File: config.mk
export PLATFORM = sky130hd
export DESIGN_NAME = fifo_sync_flags
export DESIGN_NICKNAME = d
export VERILOG_FILES = /design/src/rtl/fifo_sync_flags.sv
export SDC_FILE = /design/constraint.sdc
export NUM_CORES = 1
export LEC_CHECK = 0
export CORE_UTILIZATION = 30
export CTS_BUF_LIST = sky130_fd_sc_hd__clkbuf_8
export DETAILED_ROUTE_END_ITERATION = 16
export GPL_TIMING_DRIVEN = 0
export PLACE_DENSITY = 0.57
export SLEW_MARGIN = 20
export SYNTH_ARGS = -nofsm -noshare
export SYNTH_HDL_FRONTEND = slang
export SYNTH_SLANG_ARGS = --single-unit
File: constraint.sdc
create_clock -name clk -period 3.6 [get_ports clk]
set_clock_uncertainty 0.2 [all_clocks]
set_input_delay 0.72 -clock clk [delete_from_list [all_inputs] [get_ports clk]]
set_output_delay 0.72 -clock clk [all_outputs]
set_load 0.03 [all_outputs]
File: src/rtl/fifo_sync_flags.sv
// Single-clock FIFO for any DEPTH >= 2 with level, almost-full/empty flags and sticky errors.
// Define FIFO_FWFT_EN for first-word-fall-through output instead of the registered read.
module fifo_sync_flags #(
   parameter int WIDTH     = 16,
   parameter int DEPTH     = 16,
   parameter int AF_THRESH = 14,
   parameter int AE_THRESH = 2
) (
   input  logic                         clk,
   input  logic                         rst,
   input  logic                         fifo_write,
   input  logic [WIDTH-1:0]             fifo_data_in,
   input  logic                         fifo_read,
   output logic [WIDTH-1:0]             fifo_data_out,
   output logic                         fifo_data_valid,
   output logic                         fifo_full,
   output logic                         fifo_empty,
   output logic                         fifo_almost_full,
   output logic                         fifo_almost_empty,
   output logic [$clog2(DEPTH+1)-1:0]   fifo_level,
   output logic                         fifo_overflow,
   output logic                         fifo_underflow,
   input  logic                         err_clear
);

   localparam int PW = $clog2(DEPTH);
   localparam int LW = $clog2(DEPTH+1);

   logic [WIDTH-1:0] mem [DEPTH];
   logic [PW-1:0]    wr_ptr;
   logic [PW-1:0]    rd_ptr;
   logic             rd_ok;
   logic             wr_ok;

   assign fifo_full         = (fifo_level == LW'(DEPTH));
   assign fifo_empty        = (fifo_level == '0);
   assign fifo_almost_full  = (fifo_level >= LW'(AF_THRESH));
   assign fifo_almost_empty = (fifo_level <= LW'(AE_THRESH));

   // A read accepted while full frees a slot, so a same-cycle write is accepted too.
   assign rd_ok = fifo_read && !fifo_empty;
   assign wr_ok = fifo_write && (!fifo_full || rd_ok);

   always_ff @(posedge clk) begin
      if (wr_ok) begin
         mem[wr_ptr] <= fifo_data_in;
      end
   end

   always_ff @(posedge clk or posedge rst) begin
      if (rst) begin
         wr_ptr     <= '0;
         rd_ptr     <= '0;
         fifo_level <= '0;
      end else begin
         if (wr_ok) begin
            wr_ptr <= (wr_ptr == PW'(DEPTH-1)) ? '0 : wr_ptr + PW'(1);
         end
         if (rd_ok) begin
            rd_ptr <= (rd_ptr == PW'(DEPTH-1)) ? '0 : rd_ptr + PW'(1);
         end
         case ({wr_ok, rd_ok})
            2'b10:   fifo_level <= fifo_level + LW'(1);
            2'b01:   fifo_level <= fifo_level - LW'(1);
            default: fifo_level <= fifo_level;
         endcase
      end
   end

   // A set event in the same cycle takes priority over err_clear.
   always_ff @(posedge clk or posedge rst) begin
      if (rst) begin
         fifo_overflow  <= 1'b0;
         fifo_underflow <= 1'b0;
      end else begin
         if (fifo_write && !wr_ok) begin
            fifo_overflow <= 1'b1;
         end else if (err_clear) begin
            fifo_overflow <= 1'b0;
         end
         if (fifo_read && !rd_ok) begin
            fifo_underflow <= 1'b1;
         end else if (err_clear) begin
            fifo_underflow <= 1'b0;
         end
      end
   end

`ifdef FIFO_FWFT_EN
   // Output forced to zero while empty so reset shows a clean bus despite unreset storage.
   assign fifo_data_out   = fifo_empty ? '0 : mem[rd_ptr];
   assign fifo_data_valid = !fifo_empty;
`else
   always_ff @(posedge clk or posedge rst) begin
      if (rst) begin
         fifo_data_out   <= '0;
         fifo_data_valid <= 1'b0;
      end else begin
         fifo_data_valid <= rd_ok;
         if (rd_ok) begin
            fifo_data_out <= mem[rd_ptr];
         end
      end
   end
`endif

endmodule

==> results.yml <==
run_status:
  status: "completed"
yosys:
  syn_nets: 622
  syn_area_mm2: 0.0113
  yosysSeqAreaShare_pct: 75.3
  async_flop_share_pct: 11.1
  ys_ff_latch: 288
  ys_warn_count: 0
  yosysUniqueCellTypes: 45
  synth_top_flop_cell: "edfxtp_1"
  synth_enable_flop_cells: 256
  netlist_instances: 592
  syn-mean-instance-area_um2: 19.0
sta:
  tns_ns: 0
  period_share_pct: 91.3
  worst_pin_slew_ns: 0.691
  drv_slew: 0
  fmax_mhz: 304
  hold_viol: 0
  max_slew_margin_pct: 53.8
  period_needed_ns: 3.29
  hold_ws_ns: 0.172
  rsz0062_at_grt: "false"
  setup_viol: 0
detailed_routing:
  postRouteAntennaNets: 0
  firstDrtPassIters: 5
  avgViaCountPerCell: 4.81
  wl_per_cell_um: 21.3
  drc: 0
  drt-initial-drc-count: 543
  vias: 5804
  wl_mm: 25.7
final_layout:
  fin_nets: 736
  final_common_cell: "edfxtp_1"
  layout.cells.non_filler: 1207
  fillers: 3424
  n_antenna_cell: 0
  drive_above_1_share_pct: 22.2
  final_core_util_pct: 36.6
  final_cell_area_mm2: 0.0135
  area_delta_synth_final_pct: 19.5
  layout_common_cells: "edfxtp_1, mux2i_1, clkbuf_8"
power_and_ir_drop:
  power.density_mw_per_mm2: 767
  ir_drop_uv: 304
  leakage_nw: 4.62
clocking:
  cts_made_buffers: 47
  cts_resized: 0
  cts_tree: "done"
  cts_hold_buf: 0
  clk_pin_slew_ns: 0.06
  htreeDepth: 2
  root_buffer: "clkbuf_8"
  cts.sinks: 288
  cts_buffer_depth: 3
  postCtsSetupRepairBufs: 0
  clk_latency_ns: 0.56
placed_design:
  place_inst: 1125
  port_buffers: 48
  dp_hpwl_mm: 16.8
  place.gp.congestion: 0.748
  detailed_place.area_mm2: 0.0126
hold_path:
  hold_class: "primary input to asynchronous set/reset pin"
grt:
  gr-usage-all-layers_pct: 13.6
  grt_pass1_wl_mm: 38.6
  antenna_found_initial: 0
  grt_max_degree: 29
  grt_pass1_vias: 6168
  grt-ovfl-total: 0
worst_setup_path:
  critPathRequiredTime_ns: 2.68
  crit_type: "flop to output pin"
  end_kind: "output pin"
  r2r-start: "fifo_level[0]$_DFFE_PP0P_"
  crit_path_max_fanout: 6
  setup.worst_path.start: "fifo_level[0]$_DFFE_PP0P_"
  crit_path_start_kind: "flop"
  critPathArrivalTime_ns: 2.37
floorplan:
  die_area_mm2: 0.0383
  die_h_um: 196
  rows: 70
  start_util_pct: 30.6
  die_w_um: 196
  num_io_pins: 49
  fp.coreArea_mm2: 0.0368
flow_run:
  max-cap-violations: 0
## per-layer routing
layer  global-route usage, %  part of all wire [%]  vias to the layer above
met5                       0                     0                        -
met4                    4.66                   2.1                        0
met3                    2.61                   4.6                       45
met2                    22.5                    48                      151
met1                    18.1                    45                     2978
li1                        -                     -                     2630
## layout make-up
class,instances,area [um^2],area share [%]
Sequential cell,288,8490,63.0
Multi-Input combinational cell,262,2630,19.5
Inverter,12,45.0,0.335
Timing Repair Buffer,65,666,4.94
Tap cell,468,586,4.35
Clock buffer,50,688,5.11
Buffer,30,180,1.34
Clock inverter,32,186,1.38
## state kept, by name, indices dropped and copies added (netlist names)
name             flops
mem                256
fifo_data_valid      1
fifo_data_out       16
fifo_overflow        1
wr_ptr               4
fifo_underflow       1
fifo_level           5
rd_ptr               4
## worst max-delay path, stage by stage, from the launching register on
cell	delay, ns
dfrtp_1	0.47
nor4_4	0.45
nand2_2	0.12
inv_2	0.10
clkdlybuf4s50_1	0.67
## per-stage QoR
| step | worst slack (ns) | power, mW |
|---|---|---|
| 6_report | 0.313 | 10.3 |
| 3_3_place_gp | -1.47 | 7.64 |
| 2_1_floorplan | 0.495 | 6.51 |
| 5_1_grt | 0.150 | 10.8 |
| 4_1_cts | 0.290 | 10.4 |
| 3_5_place_dp | 0.201 | 7.75 |
## path summary, 6_finish.rpt
path                                                       to  slack [ns]  cells after the start
max in group asynchronous       fifo_data_out[10]$_DFFE_PP0P_        2.64                      3
worst min-delay path               fifo_underflow$_DFFE_PP0P_        0.17                      2
worst min register to register   fifo_data_out[3]$_DFFE_PP0P_        0.29                      2
min in group clk                 fifo_data_out[3]$_DFFE_PP0P_        0.29                      2
worst max-delay path                               fifo_empty        0.31                      4
worst max register to register      fifo_level[4]$_DFFE_PP0P_        0.79                     10
## synthesized netlist by cell type, types with 2 or more instances
| cell | number | area (um^2) |
|---|---|---|
| edfxtp_1 | 256 | 7690 |
| nand2_1 | 15 | 56.3 |
| dfrtp_1 | 32 | 801 |
| nor3_1 | 5 | 25.0 |
| inv_1 | 10 | 37.5 |
| nor2_1 | 15 | 56.3 |
| buf_6 | 2 | 22.5 |
| o22ai_1 | 28 | 175 |
| xnor2_1 | 5 | 43.8 |
| a2bb2oi_1 | 14 | 123 |
| inv_2 | 2 | 7.51 |
| a21oi_1 | 18 | 90.1 |
| a211oi_1 | 14 | 105 |
| nor2b_1 | 2 | 12.5 |
| a21o_1 | 3 | 22.5 |
| mux4_2 | 36 | 811 |
| nand3_1 | 3 | 15.0 |
| buf_1 | 2 | 7.51 |
| ha_1 | 8 | 100 |
| clkbuf_1 | 2 | 7.51 |
| o21a_1 | 2 | 15.0 |
| mux2_4 | 3 | 45.0 |
| mux2_2 | 2 | 22.5 |
| o21ai_0 | 5 | 25.0 |
| mux2i_1 | 59 | 591 |
| nand3b_1 | 2 | 15.0 |
| a22o_1 | 2 | 17.5 |
| buf_4 | 9 | 67.6 |
| nand2_2 | 2 | 12.5 |
| nand2b_1 | 3 | 18.8 |
| buf_2 | 15 | 75.1 |
| o211ai_1 | 3 | 22.5 |
## where the power goes
group / total, mW / internal, mW / switching, mW
clock: 2.67 / 1.42 / 1.24
combinational: 3.36 / 1.40 / 1.96
sequential: 4.30 / 4.09 / 0.207
total: 10.3 / 6.92 / 3.41
## logic make-up (layout without fill, tap and decap cells)
logic type	Yosys count	in the layout	synth area share, %
AOI/OAI and AO/OA	96	96	5.85
xor gates and xnor gates	5	5	0.389
adders and majority gates	9	9	1.07
buffers and inverters	42	189	2.00
DFF	288	288	75.3
muxes	100	100	13.0
and+or+nand+nor	52	52	2.34
(Power assumes the default switching activity.)
